`src/rtl/bus_slave_if.sv`:
```
// Bus-controller and memory-side signal bundle for bus_slave.
interface bus_slave_if;
    logic        rdy;
    logic [1:0]  bus_ctrl;
    logic [7:0]  bus_in;
    logic        bus_we;
    logic        ack;
    logic [7:0]  bus_out;
    logic        mem_req;
    logic        mem_we;
    logic [23:0] mem_addr;
    logic [7:0]  mem_wdata;
    logic [7:0]  mem_rdata;
    logic        mem_ack;
    logic        err;

    modport slave (
        input  rdy, bus_ctrl, bus_in, bus_we, mem_rdata, mem_ack,
        output ack, bus_out, mem_req, mem_we, mem_addr, mem_wdata, err
    );

    modport master (
        output rdy, bus_ctrl, bus_in, bus_we, mem_rdata, mem_ack,
        input  ack, bus_out, mem_req, mem_we, mem_addr, mem_wdata, err
    );
endinterface

```
`src/rtl/bus_slave.sv`:
```
// Byte-serial bus slave: three address phases build a 24-bit address, a DATA
// phase performs one memory access with timeout, every phase ends in an ack.
module bus_slave #(
    parameter logic [7:0] TIMEOUT = 8'd255
) (
    input  logic        clk,
    input  logic        reset,
    bus_slave_if.slave  bus
);
    typedef enum logic [1:0] {S_IDLE, S_MEM_WAIT, S_ACK_HI} state_t;

    state_t      r_state, w_state_nxt;
    logic        r_rdy_m, r_rdy_s, r_rdy_d;
    logic        w_rise, w_tmo, w_ack, w_mem_req;
    logic [23:0] r_addr;
    logic [7:0]  r_cnt;
    logic        r_mem_we;
    logic [23:0] r_mem_addr;
    logic [7:0]  r_mem_wdata;
    logic [7:0]  r_bus_out;
    logic        r_err;

    always_ff @(posedge clk) begin
        if (reset) begin
            r_rdy_m <= 1'b0;
            r_rdy_s <= 1'b0;
            r_rdy_d <= 1'b0;
        end else begin
            r_rdy_m <= bus.rdy;
            r_rdy_s <= r_rdy_m;
            r_rdy_d <= r_rdy_s;
        end
    end

    assign w_rise = r_rdy_s & ~r_rdy_d;
    // r_cnt counts edges since mem_req rose; expiry lands TIMEOUT edges later
    assign w_tmo  = (r_cnt == TIMEOUT - 8'd1);

    always_ff @(posedge clk) begin
        if (reset) r_state <= S_IDLE;
        else       r_state <= w_state_nxt;
    end

    always_comb begin
        w_state_nxt = r_state;
        case (r_state)
            S_IDLE:     if (w_rise) w_state_nxt = (bus.bus_ctrl == 2'd3) ? S_MEM_WAIT : S_ACK_HI;
            S_MEM_WAIT: if (bus.mem_ack || w_tmo) w_state_nxt = S_ACK_HI;
            S_ACK_HI:   if (!r_rdy_s) w_state_nxt = S_IDLE;
            default:    w_state_nxt = S_IDLE;
        endcase
    end

    always_comb begin
        w_ack     = (r_state == S_ACK_HI);
        w_mem_req = (r_state == S_MEM_WAIT);
    end

    always_ff @(posedge clk) begin
        if (reset) begin
            r_addr      <= 24'd0;
            r_cnt       <= 8'd0;
            r_mem_we    <= 1'b0;
            r_mem_addr  <= 24'd0;
            r_mem_wdata <= 8'd0;
            r_bus_out   <= 8'd0;
            r_err       <= 1'b0;
        end else begin
            case (r_state)
                S_IDLE: if (w_rise) begin
                    r_cnt <= 8'd0;
                    case (bus.bus_ctrl)
                        2'd0: r_addr[7:0]   <= bus.bus_in;
                        2'd1: r_addr[15:8]  <= bus.bus_in;
                        2'd2: r_addr[23:16] <= bus.bus_in;
                        default: begin
                            r_mem_we    <= bus.bus_we;
                            r_mem_addr  <= r_addr;
                            r_mem_wdata <= bus.bus_in;
                        end
                    endcase
                end
                // an ack coinciding with expiry wins
                S_MEM_WAIT: begin
                    if (bus.mem_ack) begin
                        if (!r_mem_we) r_bus_out <= bus.mem_rdata;
                    end else if (w_tmo) begin
                        r_err <= 1'b1;
                        if (!r_mem_we) r_bus_out <= 8'hFF;
                    end else begin
                        r_cnt <= r_cnt + 8'd1;
                    end
                end
                default: ;
            endcase
        end
    end

    assign bus.ack       = w_ack;
    assign bus.mem_req   = w_mem_req;
    assign bus.mem_we    = r_mem_we;
    assign bus.mem_addr  = r_mem_addr;
    assign bus.mem_wdata = r_mem_wdata;
    assign bus.bus_out   = r_bus_out;
    assign bus.err       = r_err;
endmodule

```
`src/flat_wrapper.sv`:
```
// flat-port wrapper written by rule: the top's interface ports become plain ports
module bus_slave_flat 
#(
    parameter logic [7:0] TIMEOUT = 8'd255
)
  (clk, reset, bus_rdy, bus_bus_ctrl, bus_bus_in, bus_bus_we, bus_mem_rdata, bus_mem_ack, bus_ack, bus_bus_out, bus_mem_req, bus_mem_we, bus_mem_addr, bus_mem_wdata, bus_err);
  bus_slave_if bus_i ();
  input  logic clk;
  input  logic reset;
  input wire logic [$bits(bus_i.rdy)-1:0] bus_rdy;
  input wire logic [$bits(bus_i.bus_ctrl)-1:0] bus_bus_ctrl;
  input wire logic [$bits(bus_i.bus_in)-1:0] bus_bus_in;
  input wire logic [$bits(bus_i.bus_we)-1:0] bus_bus_we;
  input wire logic [$bits(bus_i.mem_rdata)-1:0] bus_mem_rdata;
  input wire logic [$bits(bus_i.mem_ack)-1:0] bus_mem_ack;
  output wire logic [$bits(bus_i.ack)-1:0] bus_ack;
  output wire logic [$bits(bus_i.bus_out)-1:0] bus_bus_out;
  output wire logic [$bits(bus_i.mem_req)-1:0] bus_mem_req;
  output wire logic [$bits(bus_i.mem_we)-1:0] bus_mem_we;
  output wire logic [$bits(bus_i.mem_addr)-1:0] bus_mem_addr;
  output wire logic [$bits(bus_i.mem_wdata)-1:0] bus_mem_wdata;
  output wire logic [$bits(bus_i.err)-1:0] bus_err;
  assign bus_i.rdy = bus_rdy;
  assign bus_i.bus_ctrl = bus_bus_ctrl;
  assign bus_i.bus_in = bus_bus_in;
  assign bus_i.bus_we = bus_bus_we;
  assign bus_i.mem_rdata = bus_mem_rdata;
  assign bus_i.mem_ack = bus_mem_ack;
  assign bus_ack = bus_i.ack;
  assign bus_bus_out = bus_i.bus_out;
  assign bus_mem_req = bus_i.mem_req;
  assign bus_mem_we = bus_i.mem_we;
  assign bus_mem_addr = bus_i.mem_addr;
  assign bus_mem_wdata = bus_i.mem_wdata;
  assign bus_err = bus_i.err;
  bus_slave #(.TIMEOUT(TIMEOUT)) u_core (.clk(clk), .reset(reset), .bus(bus_i));
endmodule
```
`config.mk`:
```
export PLATFORM = sky130hd
export DESIGN_NAME = bus_slave_flat
export DESIGN_NICKNAME = d
export VERILOG_FILES = /design/src/rtl/bus_slave_if.sv /design/src/rtl/bus_slave.sv /design/src/flat_wrapper.sv
export SDC_FILE = /design/constraint.sdc
export NUM_CORES = 1
export LEC_CHECK = 0
export CORE_ASPECT_RATIO = 1.4
export CORE_MARGIN = 2
export CORE_UTILIZATION = 53
export DETAILED_ROUTE_END_ITERATION = 7
export PLACE_DENSITY = 0.84
export SYNTH_ARGS = -nofsm -noshare
export SYNTH_HDL_FRONTEND = slang
export SYNTH_SLANG_ARGS = --single-unit
```
`constraint.sdc`:
```
create_clock -name clk -period 2.75 [get_ports clk]
set_input_delay 0.275 -clock clk [delete_from_list [all_inputs] [get_ports clk]]
set_output_delay 0.275 -clock clk [all_outputs]
set_load 0.03 [all_outputs]
```
# After elaboration in Yosys (flattened, before gate mapping)
# Cells that the tools add are included.
[word_totals]
regBits = 79
inputBits = 23
out_inout_bits = 44
elab_cells = 57
[op_classes]
n_eq_ne = 11
add_sub_neg = 1
bitwise_logic = 5
mux = 13
n_reduce_logical = 14
[ops]
columns = ["op", "n"]
rows = [
  ["two-way mux 8 bit", 7],
  ["AND reduction 3 bit", 7],
  ["one-hot mux 8 bit (2 select lines)", 1],
  ["adder 8 x 1 -> 8 bit (second input constant)", 1],
  ["equality test 8 bit (second input constant)", 1],
  ["two-way mux 2 bit", 4],
  ["equality test 2 bit (second input constant)", 3],
  ["inequality test 2 bit (second input constant)", 3],
  ["one-hot mux 2 bit (3 select lines)", 1],
  ["equality test 2 x 1 -> 1 bit (second input constant)", 2],
  ["logical NOT 2 bit", 2],
  ["inequality test 2 x 1 -> 1 bit (second input constant)", 2],
  ["NOT 1 bit", 4],
  ["AND reduction 4 bit", 1],
  ["nonzero test 2 bit", 2],
  ["OR reduction 3 bit", 1],
  ["bitwise AND 1 bit", 1],
  ["logical OR 1 bit", 1],
]

# Logic depth before layout (Yosys ltp)
# Gate-level depths: netlist of the first run.
[depth]
word_depth = 4
ltp_mapped = 7
mapped_depth_nobuf = 6

# Worst setup path after synthesis of the first run
# Ideal clock, no wire load.
[synth_timing]
kind = "register -> register"
startpoint = "register u_core.r_state[1]"
endpoint = "register u_core.r_addr[7]"
setup_time_ps = 128
arrival_ps = 1669
synth_period_minus_slack_ps = 1797
path_stages_with_launch = 7
setup_slack_ps = 953
path_buffers = 2
cell_sequence = "dfxtp_1 buf_6 or4b_1 buf_2 nor3_4 mux2i_1 nor2_1"
[synth_between]
elab_chain_len = 2
[synth_rtl]
columns = ["element", "line", "source"]
rows = [
  ["start: declaration", "bus_slave.sv:12", "state_t r_state, w_state_nxt;"],
  ["start signal: assignment", "bus_slave.sv:41", "else r_state <= w_state_nxt;"],
  ["logical NOT 2 bit", "bus_slave.sv:69", "case (r_state)"],
  ["AND reduction 3 bit (no line)", "n/a", ""],
  ["end signal: assignment", "bus_slave.sv:73", "2'd0: r_addr[7:0] <= bus.bus_in;"],
  ["end: declaration", "bus_slave.sv:15", "logic [23:0] r_addr;"],
]
# No other way between the ends.
# A chain may end at the register's enable or synchronous reset.

# Worst setup path after layout of the first run
[layout_timing]
startpoint = "register u_core.r_state[1]"
endpoint = "output port bus_mem_req"
[layout_between]
elab_chain_len = 1
[layout_rtl]
columns = ["element", "line", "source"]
rows = [
  ["equality test 2 x 1 -> 1 bit", "bus_slave.sv:56", "w_mem_req = (r_state == S_MEM_WAIT);"],
  ["end: declaration", "flat_wrapper.sv:18", "output wire logic [$bits(bus_i.mem_req)-1:0] bus_mem_req;"],
]
# No other way between the ends.

==> metrics.cfg, run 1 <==
[sta]
min_period_ns=2.06
hold_viol=0
setup_viol=0
max_freq_mhz=487
rsz0062_at_grt=false
worst_pin_slew_ns=0.695
final_max_slew_viol_count=0
fin_skew_ns=0.00920
final.setup.tns_ns=0
relSlewSlack_pct=53.6
timing.final.crit_share_pct=74.7

[cells_and_area]
fin_cells=466
fillCellCount=433
layout.nets=420
syn_to_final_growth_pct=31.3
drive_above_1_share_pct=7.79
antenna_cells=0

[synth]
ys.flop_type=dfxtp_1
synthesis.area_um2=2970
synth_top_area_share_pct=53.2
synth.area.top_cells=dfxtp_1, nand2_1, mux2i_1
synth-edff-count=0
synthArstFlopShare_pct=0
yosysWarnings=0
synth_seq_cells=79
postSynthCellCount=331
synth_cell_type_count=38
yosysTopAreaCell=dfxtp_1
syn_area_per_cell_um2=8.99
synth_fp_nets=356
synth-seq-area-share_pct=53.2

[die]
initial_core_util_pct=54.6
num_rows=32
fp.dieArea_um2=6240
fp.dieH_um=92.6
die_w_um=67.3
pin_count=67
core-area_um2=5450

[worst_setup_path]
reg2reg_to=u_core.r_cnt[4]$_SDFFE_PP0P_
cp-start-kind=flip-flop
cp.required_ns=2.48
critPathCaptureType=primary output
crit_type=flip-flop to primary output
crit_arrival_ns=1.78
r2r-start=u_core.r_state[1]$_SDFFE_PP0P_
critPathMaxFanout=10
r2r_cells=4
r2r_slack_ns=0.76

[placement]
routabilityCongestion=0.777
io_buffer_count=66
hpwl_um=4720
placed_cells=452

[clock_network]
clk_latency_ns=0.35
ctsHoldBuffers=0
cts.clk_slew.worst_paths_ns=0.08
htreeDepth=3
cts_buffer_depth=2
cts.sinks=79
cts_setup_buffers=0
cts-root-buf=clkbuf_8
cts_resized=0
numCtsBuffers=9
cts_tree=built

[min_path]
whs_path_depth=3
holdPathEnd=u_core.bus.bus_out[3]$_SDFFE_PP0P_
worstHoldStart=reset
worstHoldPathType=primary input to flip-flop

[pwr]
vdd_drop_max_uv=344
powerDensity_nw_per_um2=587
p_leak_nw=1.48

[route]
drc=0
drt_pass1_iterations=5
totalWireLength_um=6870
vias=2573
initialDrtViolationCount=95
ant_nets=0
wl_per_cell_um=14.7
vias_per_cell=5.52

[global_routing]
globalRouteTotalUtil_pct=23.7
grt_pass1_wl_um=11300
antenna_found_initial=0
grt-ovfl-total=0
grt_max_degree=70
grt_pass1_vias=2481

[outcome]
status=completed

[flow_run]
drv_cap=0

==> where the power goes <==
part	total [mW]	internal, mW	switching (mW)	leakage [nW]
registers	1.16	1.15	0.00733	0.637
clock network	1.01	0.616	0.397	0.118
logic	0.118	0.0529	0.0651	0.723
total	2.29	1.82	0.469	1.48
==> placed cells by master (no fill, tap or decap), drive strengths merged, types with 2 or more instances in the layout <==
cell and n:
a211o 2, a211oi 2, a21o 3, a21oi 41, a31oi 2, buf 6, bufinv 3, clkbuf 10
clkdlybuf4s50 65, clkinv 2, dfxtp 79, ha 2, inv 4, mux2i 25, nand2 73, nand3 4
nand3b 2, nor2 34, nor2b 4, nor3 4, nor3b 2, o21ai 5, o221a 8, or3 3
==> synthesized netlist by cell type, types with 2 or more instances <==
| cell type | instances |
|---|---|
| nor2b_1 | 4 |
| o221a_2 | 8 |
| nor3b_1 | 2 |
| nor3_1 | 3 |
| a21o_1 | 3 |
| o21ai_0 | 5 |
| ha_1 | 2 |
| nand2_1 | 73 |
| buf_2 | 4 |
| a211oi_1 | 2 |
| a31oi_1 | 2 |
| nand3_1 | 4 |
| nand3b_1 | 2 |
| a21oi_1 | 41 |
| mux2i_1 | 25 |
| clkbuf_1 | 13 |
| inv_1 | 4 |
| or3_1 | 3 |
| nor2_1 | 33 |
| a211o_1 | 2 |
| dfxtp_1 | 79 |
==> logic make-up (layout without fill, tap and decap cells) <==
family / after synthesis / after routing / share of synthesized area [%]
and+or+nand+nor: 134 / 134 / 19.9
DFF: 79 / 79 / 53.2
AOI/OAI and AO/OA: 68 / 68 / 14.4
muxes: 25 / 25 / 8.41
buffers and inverters: 23 / 90 / 3.32
adders and majority gates: 2 / 2 / 0.841
==> flip-flops by register name, indices dropped and copies added, names as in the netlist <==
name	cells
u_core.bus.err	1
u_core.bus.mem_we	1
u_core.bus.mem_addr	24
u_core.r_rdy_s	1
u_core.r_rdy_m	1
u_core.bus.mem_wdata	8
u_core.r_rdy_d	1
u_core.r_addr	24
u_core.r_state	2
u_core.r_cnt	8
u_core.bus.bus_out	8
==> how the worst max path moves through the flow <==
stage | start | endpoint | slack [ns] | depth (start not counted)
after floorplan | u_core.r_state[1]$_SDFFE_PP0P_ | u_core.r_addr[7]$_SDFFE_PP0P_ | 0.95 | 6
after detailed placement | bus_mem_ack | u_core.r_cnt[4]$_SDFFE_PP0P_ | 0.64 | 5
after global placement | bus_mem_ack | u_core.r_cnt[4]$_SDFFE_PP0P_ | 0.66 | 5
final | u_core.r_state[1]$_SDFFE_PP0P_ | bus_mem_req | 0.69 | 3
after CTS | u_core.r_state[0]$_SDFFE_PP0P_ | bus_mem_req | 0.68 | 3
after global routing | u_core.r_state[0]$_SDFFE_PP0P_ | bus_mem_req | 0.59 | 3
==> stage by stage <==
step,total power [mW],worst slack (ns),hold slack [ns],area [µm²],util (%)
floorplan,1.24,0.953,0.403,2970,-
global placement,1.30,0.658,0.424,3670,67.4
detailed placement,1.30,0.639,0.424,3670,67.4
CTS,2.30,0.683,0.407,3910,71.7
global route,2.35,0.589,0.449,3910,71.7
finish,2.29,0.695,0.424,3910,71.7
==> critical path: stages (launching register included) <==
cell	delay, ns
dfxtp_1	0.39
nand2b_1	0.21
inv_1	0.15
clkdlybuf4s50_1	0.69
==> final cells by class <==
type	instances	area (µm²)	share of cell area [%]
Sequential cell	79	1580	40.5
Multi-Input combinational cell	229	1290	33.1
Timing Repair Buffer	71	693	17.8
Clock buffer	10	138	3.52
Clock inverter	4	95.1	2.44
Tap cell	68	85.1	2.18
Inverter	5	18.8	0.481
==> routing by layer <==
metal / track usage, % / share of wire [%] / up-vias
met3: 4.86 / 4.9 / 14
met1: 26.6 / 39 / 1223
li1: - / - / 1254
met4: 10.7 / 2.4 / 0
met2: 41.8 / 53 / 82
met5: 0 / 0 / -
Note: power is estimated with default switching activity, not from simulation.
==> run 2, diff against run 1 <==
Settings changed: CORE_UTILIZATION 53 to 49, PLACE_DENSITY 0.84 to 0.78.
Clock period 2.75 ns to 1.9 ns, I/O delays scaled along.
==> run 2 against run 1 <==
  * Setup slack lost 0.59 ns
  * Wire length is 2.1% higher
  * Critical endpoint is now u_core.r_addr[7]$_SDFFE_PP0P_
  * Sequential share of layout area shrank 1.2 points
  * Global-route usage down 2.5 points
  * Largest power group unchanged
==> metrics.cfg, run 2 (synthesis gave the netlist of run 1 again) <==
[global_routing]
grt_pass1_vias=2378
globalRouteTotalUtil_pct=21.2
grt_max_degree=64
antenna_found_initial=0
grt-ovfl-total=0
grt_pass1_wl_um=11200

[sta]
rsz0062_at_grt=false
setup_viol=0
final_max_slew_viol_count=0
hold_viol=0
max_freq_mhz=557
worst_pin_slew_ns=0.612
relSlewSlack_pct=59.2
min_period_ns=1.80
timing.final.crit_share_pct=94.6
final.setup.tns_ns=0
worst_slack_ns=0.103
fin_skew_ns=0.0119

[placement]
hpwl_um=4680
pre_cts_ws_ns=0.0505
routabilityCongestion=0.810
io_buffer_count=66

[pwr]
combPwrFrac_pct=5.3
p_sw_uw=708
sequentialPowerShare_pct=48.4
vdd_drop_max_uv=781
p_int_mw=2.76
p_leak_nw=1.55
power_switching_share_pct=20.4
powerDensity_nw_per_um2=860
p_clk_share_pct=46.3

[worst_setup_path]
r2r_slack_ns=0.10
cp.required_ns=2.11
cp_slowest_stage_delay_ns=0.54
r2r_cells=6
r2r-start=u_core.r_state[0]$_SDFFE_PP0P_
cp-start-kind=flip-flop
worstPathCellList=or4b_4 > buf_4 > nor3_4 > buf_12 > mux2i_1 > nor2_1
crit_arrival_ns=2.01
critPathMaxFanout=9
crit_type=flip-flop to flip-flop
cp_slowest_cell=or4b_4
critPathCaptureType=flip-flop
reg2reg_to=u_core.r_addr[7]$_SDFFE_PP0P_

[clock_network]
cts_buffer_depth=2
clk_latency_ns=0.35
numCtsBuffers=9
cts.sinks=79
cts_tree=built
cts.clk_slew.worst_paths_ns=0.08
htreeDepth=3
cts-root-buf=clkbuf_8
cts_setup_buffers=0

[route]
drc=0
vias_per_cell=5.35
vias=2565
initialDrtViolationCount=159
drt_pass1_iterations=4
totalWireLength_um=7010
ant_nets=0
wl_per_cell_um=14.6

[outcome]
status=completed

[die]
initial_core_util_pct=50.7
core-area_um2=5860
pin_count=67
fp.dieH_um=96.2
die_w_um=69.8
fp.dieArea_um2=6720
num_rows=33

[min_path]
worstHoldPathType=primary input to flip-flop
holdPathEnd=u_core.r_cnt[2]$_SDFFE_PP0P_
worstHoldStart=reset
whs_path_depth=2

[cells_and_area]
antenna_cells=0
seqCellArea_um2=1580
fin_util_pct=68.7
final_common_cell=dfxtp_1
multi_input_area_um2=1300
final_cell_mix=dfxtp_1, nand2_1, clkdlybuf4s50_1
fillCellCount=484
drive_above_1_share_pct=10.5
syn_to_final_growth_pct=35.5
layout.nets=429

[flow_run]
drv_cap=0

[run 2: cell types whose count changed in the layout (fill, tap and decap cells not counted)]
cell             before  now
dfxtp_1              79   78
clkinvlp_4            0    1
clkbuf_8             10    9
bufinv_16             3    4
dfxtp_2               0    1
clkbuf_1              0    1
buf_4                 5   12
buf_12                0    2
dlygate4sd2_1         0    2
or4b_4                0    1
or4b_1                1    0
clkdlybuf4s50_1      65   63
[run 2: stage by stage]
stage	area [µm²]	total power [mW]	std cells	hold slack (ns)
after detailed placement	3770	1.90	463	0.426
after floorplan	2970	1.80	331	0.318
after CTS	4030	3.48	479	0.108
after global routing	4030	3.57	479	0.109
after global placement	3770	1.90	463	0.420
final	4030	3.47	479	0.120
[run 2: how the worst max path moves through the flow]
stage | startpoint | endpoint | slack [ns] | cells past startpoint
after CTS | u_core.r_state[0]$_SDFFE_PP0P_ | u_core.r_addr[7]$_SDFFE_PP0P_ | 0.02 | 6
after detailed placement | bus_mem_ack | u_core.r_cnt[4]$_SDFFE_PP0P_ | 0.05 | 5
after floorplan | u_core.r_state[1]$_SDFFE_PP0P_ | u_core.r_addr[7]$_SDFFE_PP0P_ | 0.10 | 6
after global routing | u_core.r_state[0]$_SDFFE_PP0P_ | u_core.r_addr[7]$_SDFFE_PP0P_ | 0.03 | 6
after global placement | bus_mem_ack | u_core.r_cnt[4]$_SDFFE_PP0P_ | 0.06 | 5
final | u_core.r_state[0]$_SDFFE_PP0P_ | u_core.r_addr[7]$_SDFFE_PP0P_ | 0.10 | 6
[run 2: worst max-delay path, delay by kind of cell (launching register included)]
kind                   cells  cell delay (ns)
and+or+nand+nor            3             0.75
muxes                      1             0.20
DFF                        1             0.37
buffers and inverters      2             0.34
[run 2: power groups by stage]
stage / Sequential, mW / Clock (mW) / Combinational, mW
2_1_floorplan: 1.72 / 0 / 0.0752
3_3_place_gp: 1.72 / 0 / 0.181
3_5_place_dp: 1.72 / 0 / 0.182
4_1_cts: 1.68 / 1.62 / 0.183
5_1_grt: 1.68 / 1.70 / 0.196
6_report: 1.68 / 1.61 / 0.183
[run 2: area by class of cell]
type / instances / share of cell area (%)
flip-flops and latches: 79 / 39.3
multi-input cells: 229 / 32.2
repair buffers: 80 / 19.4
clock inverters: 6 / 3.29
clock buffers: 10 / 3.17
well taps: 70 / 2.17
inverters: 5 / 0.466
[run 2: timing repair]
item                                    CTS  global route
endpoints found under the setup margin    2             8
hold buffers                              0             0
gates resized for setup                   2             2
[run 2: metal layers]
| layer | track usage, % | wire length (µm) | part of all wire (%) | vias to the layer above |
|---|---|---|---|---|
| li1 | - | - | - | 1276 |
| met1 | 23.4 | 2880 | 41 | 1214 |
| met2 | 39.6 | 3700 | 53 | 66 |
| met3 | 3.66 | 298 | 4.2 | 9 |
| met4 | 9.62 | 133 | 1.9 | 0 |
| met5 | 0 | 0 | 0 | - |
==> RTL change: new RTL, config.mk and constraints of run 2 <==
Encoding of `state_t`: now one-hot (3 bits for 3 states).
--- a/src/rtl/bus_slave.sv
+++ b/src/rtl/bus_slave.sv
@@ -7,7 +7,7 @@
     input  logic        reset,
     bus_slave_if.slave  bus
 );
-    typedef enum logic [1:0] {S_IDLE, S_MEM_WAIT, S_ACK_HI} state_t;
+    typedef enum logic [2:0] {S_IDLE = 3'b001, S_MEM_WAIT = 3'b010, S_ACK_HI = 3'b100} state_t;
 
     state_t      r_state, w_state_nxt;
     logic        r_rdy_m, r_rdy_s, r_rdy_d;
Behaviour: no difference found for any inputs over 4 cycles, from zero or initial values and one cycle with reset high; so few cycles prove little.
==> RTL change against run 2 <==
Sequential share of layout area up 1.3 points; global-route usage up 0.067 points; setup slack better by 0.072 ns; die area up 2.1%; critical path depth down 2; largest cell class unchanged; sequential cell count up 1; register-to-register slack better by 0.09 ns; wire length down 0.88%; combinational power down 15%; power down 12%; final area down 1.9%; non-clock buffer count down 3; area after synthesis up 2.2%; highest routed layer unchanged.
==> RTL change: results (changes against run 2) <==
[global_routing]
grt_use_total_pct=21.3  ; was 21.2%
grt_max_degree=66  ; was 64
grt_pass1_wl_um=11500  ; was 11,200 um
grt_pass1_vias=2418  ; was 2,378
met2_usage_pct=35.8  ; was 39.6%

[setup_path]
reg2reg_from=u_core.r_state[0]  ; unchanged
worst_r2r_path_depth=5  ; was 6
slowest_delay_ns=0.40  ; was 0.54 ns
reg2reg_to=u_core.r_cnt[6]  ; was u_core.r_addr[7]
worstPathMaxFanout=5  ; was 9

[synth]
synthTopCellsByArea=dfxtp_1, nand2_1, a21oi_1  ; was dfxtp_1, nand2_1, mux2i_1
synth_nets=359  ; was 356
ys_top_cells_by_count=nand2_1, dfxtp_1, a21oi_1  ; was dfxtp_1, nand2_1, a21oi_1
yosysSeqAreaShare_pct=52.7  ; was 53.2%
synth_cell_type_count=39  ; was 38

[routing]
dr.first_iter.drc_count=186  ; was 159
vias=2536  ; was 2,565
wl_met2_um=3430  ; was 3700 um
met3_length_um=412  ; was 298 um
drt-wirelength-per-cell_um=14.6  ; about the same

[sta]
hold_slack_ns=0.250  ; was 0.120 ns
final.setup.worst_slack_ns=0.176  ; was 0.103 ns

[placement]
gp_congestion=0.834  ; was 0.810
post-place-ws_ns=0.0495  ; was 0.0505 ns
placed_cell_area_um2=3760  ; was 3770 um^2

[finish]
drive_gt1_share_pct=11.3  ; was 10.5%
final_cells=477  ; was 479

[hold_path]
worstHoldEndpoint=u_core.r_state[0]  ; was u_core.r_cnt[2]
hold_depth=3  ; was 2

[outcome]
status=complete, no violations  ; unchanged

[power]
peakVddDrop_uv=771  ; was 781 uV

RTL change: cell count changes in the layout (fill, tap and decap cells not counted), moves of 3 or more:
cell | run 2 | this run
a21oi_1 | 41 | 48
nor2_1 | 33 | 25
xor2_1 | 0 | 3
mux2i_1 | 25 | 17
bufinv_16 | 4 | 1
nand2_1 | 73 | 88
a21o_1 | 3 | 0
RTL change: how the worst max path moves through the flow:
stage / from / end
6_report: u_core.r_state[0] / bus_mem_req
5_1_grt: u_core.r_state[0] / bus_mem_req
4_1_cts: u_core.r_state[2] / bus_ack
3_5_place_dp: bus_mem_ack / u_core.r_cnt[6]
3_3_place_gp: bus_mem_ack / u_core.r_cnt[6]
2_1_floorplan: u_core.r_state[2] / bus_ack
RTL change: cells by family after synthesis:
logic type / count (synthesis) / synth area share, %
buffers and inverters: 23 / 4.36
adders and majority gates: 2 / 0.823
xor gates and xnor gates: 3 / 0.865
DFF: 80 / 52.7
muxes: 18 / 5.97
AOI/OAI and AO/OA: 69 / 13.9
and+or+nand+nor: 139 / 21.4
RTL change: cell type report:
class                   count  area, um^2
clock buffers              10         128
clock inverters             6        60.1
fillers                   525        1990
inverters                   3        11.3
multi-input cells         231        1320
flip-flops and latches     80        1600
well taps                  70        87.6
repair buffers             77         747
RTL change: where the power goes:
part	switching (mW)	total (mW)	internal, mW	leakage, nW
sequential	0.00911	1.70	1.69	0.646
clock	0.602	1.20	0.600	0.0920
combinational	0.0840	0.155	0.0706	0.600
RTL change: worst register-to-register path: cells and delay by family (launching register included):
family / cells / cell delay [ns]
AND/OR/NAND/NOR: 2 / 0.75
AO/OA/AOI/OAI: 2 / 0.37
flip-flops: 1 / 0.36
buffers and inverters: 1 / 0.16
